File: src/rtl/hit_judge_pkg.sv
// ----------------------------------------------------------------------------
// hit_judge_pkg
//   Shared lane geometry, lane state encoding and small helper functions.
//   Revision: 1.0
// ----------------------------------------------------------------------------
`default_nettype none

package hit_judge_pkg;

  localparam int LANES   = 5;
  localparam int YW      = 10;
  localparam int HIT_TOP = 368;
  localparam int HIT_BOT = 400;

  typedef enum logic [1:0] {
    IDLE  = 2'd0,
    ARMED = 2'd1,
    DONE  = 2'd2
  } lane_state_t;

  function automatic logic in_window(input logic [YW-1:0] y, input logic vld);
    return vld && (y >= YW'(HIT_TOP)) && (y <= YW'(HIT_BOT));
  endfunction

  function automatic logic [3:0] popcount(input logic [LANES-1:0] v);
    logic [3:0] n;
    n = '0;
    for (int i = 0; i < LANES; i++) begin
      n = n + {3'b000, v[i]};
    end
    return n;
  endfunction

endpackage

`default_nettype wire

File: src/rtl/hit_judge_pad_debounce.sv
// ----------------------------------------------------------------------------
// hit_judge_pad_debounce
//   Two-flop synchroniser, stable-level debouncer and rising-edge press pulse.
//   Revision: 1.0
// ----------------------------------------------------------------------------
`default_nettype none

module hit_judge_pad_debounce #(
  parameter int DB_CYC = 250000
) (
  input  logic clk,
  input  logic reset,
  input  logic pad,
  output logic press
);

  localparam int CW = $clog2(DB_CYC + 1);

  logic          r_s1;
  logic          r_s2;
  logic          r_level;
  logic          r_level_d;
  logic          r_press;
  logic [CW-1:0] r_cnt;

  // r_cnt counts consecutive synchronised samples that disagree with r_level
  always_ff @(posedge clk or negedge reset) begin
    if (!reset) begin
      r_s1      <= 1'b0;
      r_s2      <= 1'b0;
      r_level   <= 1'b0;
      r_level_d <= 1'b0;
      r_press   <= 1'b0;
      r_cnt     <= '0;
    end else begin
      r_s1      <= pad;
      r_s2      <= r_s1;
      r_level_d <= r_level;
      r_press   <= r_level & ~r_level_d;
      if (r_s2 == r_level) begin
        r_cnt <= '0;
      end else if (r_cnt == CW'(DB_CYC - 1)) begin
        r_level <= r_s2;
        r_cnt   <= '0;
      end else begin
        r_cnt <= r_cnt + 1'b1;
      end
    end
  end

  assign press = r_press;

endmodule

`default_nettype wire

File: src/rtl/hit_judge.sv
// ----------------------------------------------------------------------------
// hit_judge
//   Judges debounced drum-pad strikes against each lane's note position.
//   Revision: 1.0
// ----------------------------------------------------------------------------
`default_nettype none

module hit_judge
  import hit_judge_pkg::*;
#(
  parameter int DB_CYC     = 250000,
  parameter int MISS_LIMIT = 8,
  parameter int SW         = 12
) (
  input  logic                  clk,
  input  logic                  reset,
  input  logic                  enable,
  input  logic [LANES-1:0]      boton,
  input  logic [LANES*YW-1:0]   note_y,
  input  logic [LANES-1:0]      note_vld,
  output logic [SW-1:0]         score,
  output logic [3:0]            misses,
  output logic [LANES-1:0]      hit_pulse,
  output logic [LANES-1:0]      miss_pulse,
  output logic                  perdio
);

  logic [LANES-1:0] w_press;
  logic [YW-1:0]    w_y [LANES];
  logic [LANES-1:0] w_win;
  logic [LANES-1:0] w_hit;
  logic [LANES-1:0] w_miss;
  logic             w_active;
  lane_state_t      r_state     [LANES];
  lane_state_t      w_state_nxt [LANES];
  logic [LANES-1:0] r_hit;
  logic [LANES-1:0] r_miss;
  logic [SW-1:0]    r_score;
  logic [3:0]       r_misses;
  logic             r_perdio;
  logic [SW:0]      w_score_sum;
  logic [4:0]       w_miss_sum;

  generate
    for (genvar gi = 0; gi < LANES; gi++) begin : g_pad
      hit_judge_pad_debounce #(
        .DB_CYC (DB_CYC)
      ) u_pad (
        .clk   (clk),
        .reset (reset),
        .pad   (boton[gi]),
        .press (w_press[gi])
      );
    end
  endgenerate

  always_comb begin
    for (int i = 0; i < LANES; i++) begin
      w_y[i]   = note_y[i*YW +: YW];
      w_win[i] = in_window(w_y[i], note_vld[i]);
    end
  end

  // Lanes freeze as soon as the limit is reached so no pulse outlives the loss
  assign w_active = enable && !r_perdio && (r_misses < 4'(MISS_LIMIT));

  always_comb begin
    w_hit  = '0;
    w_miss = '0;
    for (int i = 0; i < LANES; i++) begin
      w_state_nxt[i] = r_state[i];
      if (w_active) begin
        case (r_state[i])
          IDLE: begin
            if (w_press[i]) begin
              w_miss[i] = 1'b1;
            end else if (w_win[i]) begin
              w_state_nxt[i] = ARMED;
            end
          end
          ARMED: begin
            if (w_press[i]) begin
              w_hit[i]       = 1'b1;
              w_state_nxt[i] = DONE;
            end else if ((w_y[i] > YW'(HIT_BOT)) || !note_vld[i]) begin
              w_miss[i]      = 1'b1;
              w_state_nxt[i] = IDLE;
            end
          end
          DONE: begin
            if (w_press[i]) begin
              w_miss[i] = 1'b1;
            end
            if (!w_win[i]) begin
              w_state_nxt[i] = IDLE;
            end
          end
          default: w_state_nxt[i] = IDLE;
        endcase
      end
    end
  end

  assign w_score_sum = {1'b0, r_score} + (SW+1)'(popcount(r_hit));
  assign w_miss_sum  = {1'b0, r_misses} + {1'b0, popcount(r_miss)};

  always_ff @(posedge clk or negedge reset) begin
    if (!reset) begin
      for (int i = 0; i < LANES; i++) begin
        r_state[i] <= IDLE;
      end
      r_hit    <= '0;
      r_miss   <= '0;
      r_score  <= '0;
      r_misses <= '0;
      r_perdio <= 1'b0;
    end else begin
      for (int i = 0; i < LANES; i++) begin
        r_state[i] <= w_state_nxt[i];
      end
      r_hit    <= w_hit;
      r_miss   <= w_miss;
      r_score  <= w_score_sum[SW] ? '1 : w_score_sum[SW-1:0];
      r_misses <= (w_miss_sum > 5'd15) ? 4'hF : w_miss_sum[3:0];
      r_perdio <= r_perdio || (r_misses >= 4'(MISS_LIMIT));
    end
  end

  assign score      = r_score;
  assign misses     = r_misses;
  assign hit_pulse  = r_hit;
  assign miss_pulse = r_miss;
  assign perdio     = r_perdio;

endmodule

`default_nettype wire

File: config.mk
export PLATFORM = sky130hd
export DESIGN_NAME = hit_judge
export DESIGN_NICKNAME = d
export VERILOG_FILES = /design/src/rtl/hit_judge_pkg.sv /design/src/rtl/hit_judge_pad_debounce.sv /design/src/rtl/hit_judge.sv
export SDC_FILE = /design/constraint.sdc
export NUM_CORES = 1
export LEC_CHECK = 0
export CORE_MARGIN = 2
export CORE_UTILIZATION = 50
export CTS_CLUSTER_DIAMETER = 200
export DETAILED_ROUTE_END_ITERATION = 10
export PLACE_DENSITY = 0.76
export REMOVE_ABC_BUFFERS = 1
export SLEW_MARGIN = 40
export SYNTH_ARGS = -nofsm -noshare
export SYNTH_HDL_FRONTEND = slang
export SYNTH_HIERARCHICAL = 1
export SYNTH_SLANG_ARGS = --single-unit
File: constraint.sdc
create_clock -name clk -period 2.7 [get_ports clk]
set_input_delay 0.27 -clock clk [delete_from_list [all_inputs] [get_ports clk]]
set_output_delay 0.27 -clock clk [all_outputs]
set_load 0.1 [all_outputs]
**After elaboration in Yosys (flattened, before gate mapping)**

Index checks and enable logic that the tools add are counted.

- Bits in registers: 152
- Input bits: 63
- Output and inout bits: 27

- Reductions and logical operators: 44
- $lt $le $gt $ge: 18
- Bitwise gates (word level): 15
- Muxes and demuxes: 77
- Equality and inequality tests: 40
- Add/subtract/negate cells: 15

Operator list:

| cell | count |
|---|---|
| 18-bit two-way mux | 10 |
| 18-bit by 1-bit adder with 18-bit output (second input constant) | 5 |
| 18-bit == test (second input constant) | 5 |
| 10-bit by 9-bit greater-or-equal comparator with 1-bit output (second input constant) | 5 |
| 10-bit by 9-bit > comparator with 1-bit output (second input constant) | 5 |
| 10-bit by 9-bit <= comparator with 1-bit output (second input constant) | 5 |
| 2-bit two-way mux | 25 |
| 1-bit two-way mux | 30 |
| 2-bit inequality test (second input constant) | 15 |
| 2-bit case mux with 3 select lines | 5 |
| 5-bit AND reduction | 5 |
| 3-bit by 2-bit inequality test with 1-bit output (second input constant) | 5 |
| 12-bit by 4-bit adder with 13-bit output | 1 |
| 1-bit logical AND | 12 |
| 12-bit two-way mux | 1 |
| 2-bit by 1-bit == test with 1-bit output (second input constant) | 5 |
| 2-bit == test (second input constant) | 5 |
| 2-bit zero test | 5 |
| 1-bit inverter | 10 |
| 1-bit case mux with 2 select lines | 5 |
| 2-bit AND reduction | 5 |
| 2-bit OR reduction | 5 |
| 3-bit by 1-bit adder with 4-bit output | 2 |
| 4-bit by 1-bit adder with 4-bit output | 2 |
| other kinds (11) | 31 |

**Depth between registers and ports, before layout**

Gate-level depths: netlist (run 1).

- Depth in word-level cells: 7
- Mapped depth: 12

**By module**

Netlist (run 1), hierarchy kept.

Modules (own cells, without submodules):

| module | sequential area each (sq um) | cells an instance | area each (sq um) | instances |
|---|---|---|---|---|
| hit_judge_pad_debounce at g_pad[0].u_pad ... | 575.6 | 100 | 1061.0 | 4 |
| hit_judge | 925.9 | 220 | 2134.5 | 1 |
| hit_judge_pad_debounce at g_pad[4].u_pad | 575.6 | 102 | 1083.5 | 1 |

**Worst setup path after synthesis (run 1)**

OpenSTA, ideal clock, no wires.

- Path kind: flip-flop to flip-flop
- Start point: register r_hit[0], in the netlist hit_pulse[0]
- End point: register r_score[10], in the netlist score[10]
- Clock period less this slack: 3.497 ns
- Stages on the path, launching flop included: 13
- Setup time: 0.128 ns
- Slack: -0.797 ns
- Data required time: 2.572 ns
- Arrival: 3.368 ns
- Cells stage by stage: dfrtp_1 fa_1 inv_1 fa_1 inv_1 ha_1 inv_1 fa_1 nor2b_1 or2_1 buf_2 nand3_1 mux2_1

- Word-level cells in the longest chain between the ends: 6

RTL lines:

| element | line | text |
|---|---|---|
| from (decl) | hit_judge.sv:36 | `logic [LANES-1:0] r_hit;` |
| from (signal assigned) | hit_judge.sv:121 | `r_hit <= w_hit;` |
| 1-bit by 1-bit adder with 2-bit output | hit_judge_pkg.sv:29 | `n = n + {3'b000, v[i]};` |
| 2-bit by 1-bit adder with 3-bit output | hit_judge_pkg.sv:29 |  |
| 3-bit by 1-bit adder with 4-bit output | hit_judge_pkg.sv:29 |  |
| 4-bit by 1-bit adder with 4-bit output | hit_judge_pkg.sv:29 |  |
| 12-bit by 4-bit adder with 13-bit output | hit_judge.sv:104 | `assign w_score_sum = {1'b0, r_score} + (SW+1)'(popcount(r_hit));` |
| 12-bit two-way mux | hit_judge.sv:123 | `r_score <= w_score_sum[SW] ? '1 : w_score_sum[SW-1:0];` |
| to (signal assigned) | hit_judge.sv:123 |  |
| to (decl) | hit_judge.sv:38 | `logic [SW-1:0] r_score;` |

Every way passes these cells.
A chain may end at the register's enable or synchronous reset.

**Worst setup path in the final report (run 1)**

- Start point: register r_score[0], in the netlist score[0]
- End point: register r_score[10], in the netlist score[10]

- Word-level cells in the longest chain between the ends: 2

RTL lines:

| element | line |
|---|---|
| 12-bit by 4-bit adder with 13-bit output | hit_judge.sv:104 |
| 12-bit two-way mux | hit_judge.sv:123 |

Every way passes these cells.

==> results of run 1 <==
## final timing paths
check                                    start                 endpoint  slack, ns  depth (start not counted)
min in group asynchronous                reset  g_pad[3].u_pad/r_cnt[0]       0.40                          2
hold reg to reg            g_pad[3].u_pad/r_s1      g_pad[3].u_pad/r_s2       0.35                          0
max in group asynchronous                reset                score[10]       1.51                          3
hold / removal                        boton[3]      g_pad[3].u_pad/r_s1       0.29                          1
setup / recovery                      score[0]                score[10]      -0.16                         11
setup reg to reg                      score[0]                score[10]      -0.16                         11
## cell type report
| type | count | share of cell area |
|---|---|---|
| Inverter | 41 | 0.0165 |
| Timing Repair Buffer | 112 | 0.109 |
| Sequential cell | 152 | 0.407 |
| Clock inverter | 8 | 0.0129 |
| Tap cell | 184 | 0.0247 |
| Multi-Input combinational cell | 521 | 0.378 |
| Clock buffer | 23 | 0.0512 |
## registers in the layout, indices dropped and copies added, names as in the netlist, 4 cells and up
register / cells
score: 12
g_pad.u_pad/r_s2: 5
hit_pulse: 5
g_pad.u_pad/r_level_d: 5
g_pad.u_pad/r_s1: 5
r_state: 10
g_pad.u_pad/r_cnt: 90
misses: 4
miss_pulse: 5
g_pad.u_pad/r_level: 5
g_pad.u_pad/press: 5
## per-layer routing
layer / part of all wire / global-route usage / routed length, µm
met4: 0.018 / 0.0782 / 284
met2: 0.51 / 0.358 / 8090
met1: 0.43 / 0.245 / 6760
met5: 0 / 0 / 0
met3: 0.038 / 0.0412 / 592
## power by group
group,total (mW),leakage (nW),internal (mW),switching [mW]
Sequential,2.47,2.07,2.37,0.103
Clock,2.40,0.289,1.52,0.881
Combinational,0.723,1.64,0.272,0.451
## kinds of logic after synthesis
logic type | Yosys count | synth area share
xor gates and xnor gates | 84 | 0.0986
adders and majority gates | 19 | 0.0379
AOI/OAI and AO/OA | 67 | 0.0749
DFF | 152 | 0.510
muxes | 7 | 0.0104
buffers and inverters | 50 | 0.0307
and+or+nand+nor | 343 | 0.238
## critical path, cell delays in order (launching register included)
cell                      delay, ns
sky130_fd_sc_hd__dfrtp_1       0.40
sky130_fd_sc_hd__fa_1          0.54
sky130_fd_sc_hd__inv_1         0.05
sky130_fd_sc_hd__fa_1          0.43
sky130_fd_sc_hd__inv_1         0.07
sky130_fd_sc_hd__ha_2          0.18
sky130_fd_sc_hd__inv_2         0.04
sky130_fd_sc_hd__fa_2          0.35
sky130_fd_sc_hd__nor2b_4       0.13
sky130_fd_sc_hd__or2_4         0.14
sky130_fd_sc_hd__nand3_2       0.08
sky130_fd_sc_hd__mux2_4        0.32
## cell usage in the layout (no fill, tap or decap), types with 5 or more instances in the layout
master / count
sky130_fd_sc_hd__dfrtp_1: 152
sky130_fd_sc_hd__nor2_1: 120
sky130_fd_sc_hd__xnor2_1: 70
sky130_fd_sc_hd__clkdlybuf4s50_1: 61
sky130_fd_sc_hd__buf_4: 46
sky130_fd_sc_hd__nand3_1: 44
sky130_fd_sc_hd__nor4_1: 40
sky130_fd_sc_hd__inv_1: 38
sky130_fd_sc_hd__nand2_1: 30
sky130_fd_sc_hd__nor3_1: 29
sky130_fd_sc_hd__nand4_1: 21
sky130_fd_sc_hd__clkbuf_16: 17
sky130_fd_sc_hd__xor2_1: 14
sky130_fd_sc_hd__a21oi_1: 14
sky130_fd_sc_hd__nand2b_1: 13
sky130_fd_sc_hd__ha_1: 11
sky130_fd_sc_hd__nor2b_1: 8
sky130_fd_sc_hd__o211ai_1: 5
sky130_fd_sc_hd__o2111ai_1: 5
sky130_fd_sc_hd__nand4_2: 5
sky130_fd_sc_hd__or3_1: 5
sky130_fd_sc_hd__mux2_2: 5
## timing repair
item	CTS	global route
gates cloned	1	0
pin swaps	2	3
hold buffers	1	0
resized for setup	16	13
setup endpoints to repair	15	16
buffers inserted	4	1
endpoints found under the hold margin	66	0
==> results summary, run 1 <==
The count of pins over their slew limit came out at 0. The final routed DRC violation total is 0. The arrival time reported for the critical path endpoint came out at ~3.2 ns.

The height of the die came out at 126 µm. TritonCTS built the clock tree. The initial antenna violation count was 0. Clock latency on the worst-skew pair, taken at its later pin, is 0.42 ns. In the routed layout, each cell is associated on average with a via count of 5.54. The count of different cell masters after synthesis is 55. Setup repair after global routing could not meet its margin everywhere. No sink is reached through more buffers than the 2 on the longest clock path.

Summed over all instances, the cell type with the most area after synthesis is sky130_fd_sc_hd__dfrtp_1. The count of flip-flops with a built-in enable after synthesis is 0. Setup violations remaining at the end of the flow were counted as 12. The power density over cell area is 599 nW/µm².

Of the available clock period, the critical path in the final layout requires 1.06. The largest driver fanout on the critical path is 3. The count of placed standard cells in the final layout, fillers left out came out at 1041. The core area is between 10000 and 15000 µm². The clock edge transition at the registers on the reported setup and hold paths is 0.06 ns.

The x dimension of the die came out at 126 µm. In this run the cell area measured after placement is about 8600 µm². The post-synthesis instance area is 7460 µm².

Adding up every negative setup slack in the final design gives -0.945 ns. Input and output buffers added on the ports amount to just under 90. The proportion of layout cells with a drive suffix above 1 is 0.155.

Before antenna repair, the detailed router went through 5 iterations. The number of max-cap violations is 0. The clock period minus final worst setup slack came out at around 2.9 ns. Among all cell types in the netlist, the one instantiated most often is sky130_fd_sc_hd__dfrtp_1. For this run, the number of Yosys warnings is 6. The worst supply voltage drop on vdd is 0.492 mV. Wires add up to between 15000 and 20000 µm. The area fraction of the dominant cell type after synthesis came out at 0.510. The HPWL reported at the end of detailed placement is 10700 µm. The total grt overflow came out at 0. The relative max-transition margin is 0.577. The area of combinational cells with multiple inputs came out at 3530 µm². The total number of placement rows came out at 44.

The static leakage came out at 3.99 nW. The average routed wire per standard cell is about 15 µm. The global-route wire length before repair came out at 26500 µm. The count of pins on the block boundary is 90. By count the netlist is led by sky130_fd_sc_hd__dfrtp_1 (152), sky130_fd_sc_hd__nor2_1 (120), sky130_fd_sc_hd__xnor2_1 (70).

After synthesis, the share of flip-flops with an asynchronous set or reset is 1.00. Among all flip-flop cells after synthesis, the most frequent one is sky130_fd_sc_hd__dfrtp_1. 0 antenna diodes ended up in the layout. The filler cell count in the final layout is 1083. The H-tree depth reported by CTS came out at 4. The area used by sequential logic in the layout is 3800 µm².

The final hold violation count is 0. The register bit total from synthesis is 152. The worst setup path is launched from a flop. The critical path is of the reg2reg type.

Across every metal layer, demand over resource in global routing totals 0.203. The number of global-route vias before repair is approximately 5800. The floorplan die area is between 15000 and 20000 µm². The pre-CTS setup slack is -0.272 ns. The maximum clock rate came out at 350 MHz. The average instance area after synthesis came out at approximately 10 µm². The tree is rooted in a sky130_fd_sc_hd__clkbuf_16.

The post-route standard cell area excluding fillers is between 9000 and 10000 µm². The final reports fail on negative setup slack. The number of vias after detailed routing is 5772. At the pin with the least slew margin, the transition time is 0.634 ns. STA classifies the critical path endpoint as a flop.

The layout overhead on the synthesized area is 25.1%. For this run, the share of the core covered by cells in the final layout is 0.642. By area the synthesized netlist is led by sky130_fd_sc_hd__dfrtp_1 (51%), sky130_fd_sc_hd__xnor2_1 (8.2%), sky130_fd_sc_hd__nor2_1 (6.0%). The number of violations reported at the end of detailed-routing iteration 0 came out at about 390. The worst path required time is approximately 3.0 ns. The post-route total power came out at 5.60 mW. The starting utilization of the core area came out at 0.513. The CTS buffer count came out at 17. The smallest setup slack after layout is -0.157 ns.

Of the synthesized area, sequential elements account for 0.510. The net count of the finished layout is 927. Synthesis produced a netlist whose cell count is about 720. The residual antenna-violating net count after detailed routing is 0.

The largest net degree at the start of global routing is 69. The min-delay analysis places its worst path in the category in2reg. The tightest hold margin is around 0.29 ns.

The flow ran to the end, but the final reports show violations. The clock drives between 150 and 200 sinks. In this run, placement finished with an instance count of 1004. The final setup skew is 0.00540 ns. The final weighted congestion of routability-driven global placement came out at 0.838.
(Power assumes the default switching activity.)
==> run 2: changes to the inputs <==
clock period = 2.3 ns   (was 2.7 ns; I/O delays follow)
==> results summary, run 2 (synthesis results as in run 1) <==
The core area came to 14500 µm² (unchanged). The first-pass iteration count of the detailed router is 4 (was 5). The longest individual stage delay on the worst path is 0.54 ns (about the same). The critical path depth in cells is 8 (was 11). The worst supply voltage drop on vdd came out at 0.452 mV (was 0.492 mV). The final routed DRC violation total is 0 (unchanged). The cell type group with the largest total delay on the critical path is adder cells (unchanged). The global-route wire length before repair is 27100 µm (was 26500 µm). Unrepaired setup endpoints after global routing: true (unchanged). The type of the tightest min-delay check was in2reg (unchanged). The total wire length after detailed routing came to 15900 µm (was 15700 µm). The total number of placement rows is 44 (unchanged).

The clock edge transition at the registers on the reported setup and hold paths is 0.06 ns (about the same). The x dimension of the die is 126 µm (unchanged). The relative max-transition margin is 0.538 (was 0.577). The residual antenna-violating net count after detailed routing is 0 (unchanged). The smallest setup slack after layout is -0.570 ns (was -0.157 ns). The number of placed instances, taps included is 1011 (was 1004). The filler cell count in the final layout is 1077 (was 1083). The largest driver fanout on the critical path is 2 (was 3). The number of inserted diodes came out at 0 (unchanged). The floorplan die area is 15900 µm² (unchanged). The count of pins over their slew limit was 0 (unchanged). Status: complete, but fails checks (unchanged). The number of violations reported at the end of detailed-routing iteration 0 came out at 453 (was 385).

The height of the die came out at 126 µm (unchanged). The number of max-cap violations is 0 (unchanged). The post-route total power was 6.59 mW (was 5.60 mW).

The type of element launching the critical path was a flop (unchanged). The TritonCTS clock tree is built (unchanged). The number of buffers on the longest clock path is 2 (unchanged). The number of endpoints failing setup at the final stage came out at 16 (was 12). The total grt overflow came out at 0 (unchanged). The proportion of layout cells with a drive suffix above 1 came to 0.172 (was 0.155). The switching power came to 1.77 mW (was 1.43 mW).

The clock sink count came out at 152 (unchanged). The routed via count divided by cell count came out at 5.52 (was 5.54). The buffer type at the clock tree root is sky130_fd_sc_hd__clkbuf_16 (unchanged). The final setup skew is 0.00632 ns (was 0.00540 ns). The combinational group share of total power came to 0.131 (was 0.129). The most common cell after layout, fill and taps aside was sky130_fd_sc_hd__dfrtp_1 (unchanged). The layout overhead on the synthesized area came out at 26.5% (was 25.1%). The final weighted congestion of routability-driven global placement is 0.806 (was 0.838). The buffer and inverter count on the worst path came out at 2 (was 3). The arrival time reported for the critical path endpoint came out at 3.19 ns (was 3.16 ns). The final net count is 934 (was 927). The type of the setup path with the least slack is reg2reg (unchanged). The count of placed standard cells in the final layout, fillers left out is 1049 (was 1041). The global-route total usage across every layer is 0.209 (was 0.203). The HPWL reported at the end of detailed placement was 11000 µm (was 10700 µm).

The proportion of total power due to net switching came to 0.269 (was 0.256). The average routed wire per standard cell is 15.2 µm (was 15.1 µm). The static leakage is 4.03 nW (was 3.99 nW).

The maximum clock rate came out at 348 MHz (was 350 MHz). The flip-flop count of the largest register after layout is 90 (unchanged). The clock period minus final worst setup slack is 2.87 ns (was 2.86 ns).

Highest-count cells in the layout ignoring fill and taps: sky130_fd_sc_hd__dfrtp_1 (152), sky130_fd_sc_hd__nor2_1 (119), sky130_fd_sc_hd__xnor2_1 (70), sky130_fd_sc_hd__clkdlybuf4s50_1 (61), sky130_fd_sc_hd__buf_4 (51) (was sky130_fd_sc_hd__dfrtp_1 (152), sky130_fd_sc_hd__nor2_1 (120), sky130_fd_sc_hd__xnor2_1 (70), sky130_fd_sc_hd__clkdlybuf4s50_1 (61), sky130_fd_sc_hd__buf_4 (46)). The largest register by flop count is g_pad.u_pad/r_cnt (unchanged). Violated checks: negative setup slack (unchanged). The most frequent cell on the critical path is sky130_fd_sc_hd__fa_1. The power density over cell area came out at 698 nW/µm² (was 599 nW/µm²). The internal power consumption came out at 4.82 mW (was 4.16 mW).

The measured slew at the worst slew-check pin is 0.693 ns (was 0.634 ns). The type of element capturing the critical path is a flop (unchanged). The worst path required time is 2.61 ns (was 3.00 ns). The largest net degree at the start of global routing came out at 77 (was 69). The sequential share of power came to 0.441 (was 0.442). The H-tree depth reported by CTS came out at 4 (unchanged). The hold-critical path depth came out at 1 (unchanged).

The fraction of the cycle the final worst path needs was 1.25 (was 1.06). The cell with the largest stage delay on the worst path is sky130_fd_sc_hd__fa_1 (unchanged). The number of buffers inserted by port buffering came out at 89 (unchanged). The count of pins on the block boundary is 90 (unchanged). The initial antenna violation count is 0 (unchanged). The met2 wirelength from detailed routing came out at 8420 µm (was 8090 µm). The latest clock arrival within the worst-skew pair is 0.42 ns (about the same). The starting utilization of the core area came to 0.513 (unchanged). The sum of routed wire segments on met1 is 6600 µm (was 6760 µm). The number of vias after detailed routing is 5793 (was 5772). The final hold violation count is 0 (unchanged).

The CTS buffer count is 17 (unchanged). The number of global-route vias before repair is 5902 (was 5778). The relative contribution of the clock network to total power came out at 0.428 (was 0.429).

The total met3 wirelength after detailed routing came out at 526 µm (was 592 µm). The highest routing layer actually used was met4 (unchanged). The cell count of the worst reg-to-reg path came out at 8 (was 11). Cells along the critical path: fa_1, inv_1, fa_1, inv_2, ha_4, fa_2, or4_4, a21o_1 (was fa_1, inv_1, fa_1, inv_1, ha_2, inv_2, fa_2, nor2b_4, or2_4, nand3_2, mux2_4).
==> run 2: power by group through the flow <==
stage / registers [mW] / clock network [mW] / logic (mW)
2_1_floorplan: 3.18 / 0 / 0.249
3_3_place_gp: 2.93 / 0 / 0.795
3_5_place_dp: 2.94 / 0 / 0.825
4_1_cts: 2.90 / 2.89 / 0.850
5_1_grt: 2.92 / 2.99 / 0.931
6_report: 2.91 / 2.82 / 0.863
==> run 2: layout make-up <==
class	instances	area, µm²	area share
clock inverter	15	179	0.0190
timing repair buffer	119	1080	0.114
sequential	152	3800	0.403
inverter	41	154	0.0163
clock buffer	17	425	0.0451
multi-input combinational	521	3570	0.378
tap	184	230	0.0244
==> run 2: what timing repair did <==
action | in CTS | in global routing
endpoints found under the setup margin | 16 | 16
setup buffers | 5 | 2
endpoints found under the hold margin | 73 | 0
pin swaps | 7 | 7
hold buffers | 1 | 0
gates cloned | 0 | 1
gates resized for setup | 25 | 14
==> run 2: worst register-to-register path, stage by stage, from the launching register on <==
cell	delay [ns]
sky130_fd_sc_hd__dfrtp_1	0.41
sky130_fd_sc_hd__fa_1	0.54
sky130_fd_sc_hd__inv_1	0.05
sky130_fd_sc_hd__fa_1	0.50
sky130_fd_sc_hd__inv_2	0.06
sky130_fd_sc_hd__ha_4	0.16
sky130_fd_sc_hd__fa_2	0.35
sky130_fd_sc_hd__or4_4	0.53
sky130_fd_sc_hd__a21o_1	0.17
==> run 2: path summary, 6_finish.rpt <==
check,from,slack [ns],endpoint
setup / recovery,misses[0],-0.57,misses[3]
hold / removal,boton[2],0.24,g_pad[2].u_pad/r_s1
max in group asynchronous,reset,1.12,score[10]
min in group asynchronous,reset,0.39,g_pad[3].u_pad/r_cnt[13]
hold reg to reg,g_pad[3].u_pad/r_s1,0.35,g_pad[3].u_pad/r_s2
setup reg to reg,misses[0],-0.57,misses[3]
==> run 2: metal layers <==
metal  up-vias  track usage
met5         -            0
met4         0       0.0873
met3        31       0.0429
met2       115        0.367
met1      2849        0.250
li1       2798            -
==> run 2: stage by stage <==
stage          TNS, ns   util  hold slack [ns]  area, µm²  worst slack (ns)
5_1_grt          -7.85  0.650            0.230       9440            -0.614
3_3_place_gp     -8.34  0.595            0.290       8640            -0.631
6_report         -6.72  0.650            0.242       9440            -0.570
2_1_floorplan   -14.91      -          -0.0656       7390             -1.16
3_5_place_dp     -9.70  0.595            0.299       8640            -0.703
4_1_cts          -7.39  0.645            0.230       9370            -0.572
==> run 3: changes to the inputs <==
ABC_CLOCK_PERIOD_IN_PS = 2300   (was default)
CTS_BUF_LIST = sky130_fd_sc_hd__clkbuf_4 sky130_fd_sc_hd__clkbuf_8 sky130_fd_sc_hd__clkbuf_16   (was default)
==> results of run 3 <==
No change in the layout: final DEF, timing and power equal those of run 2.
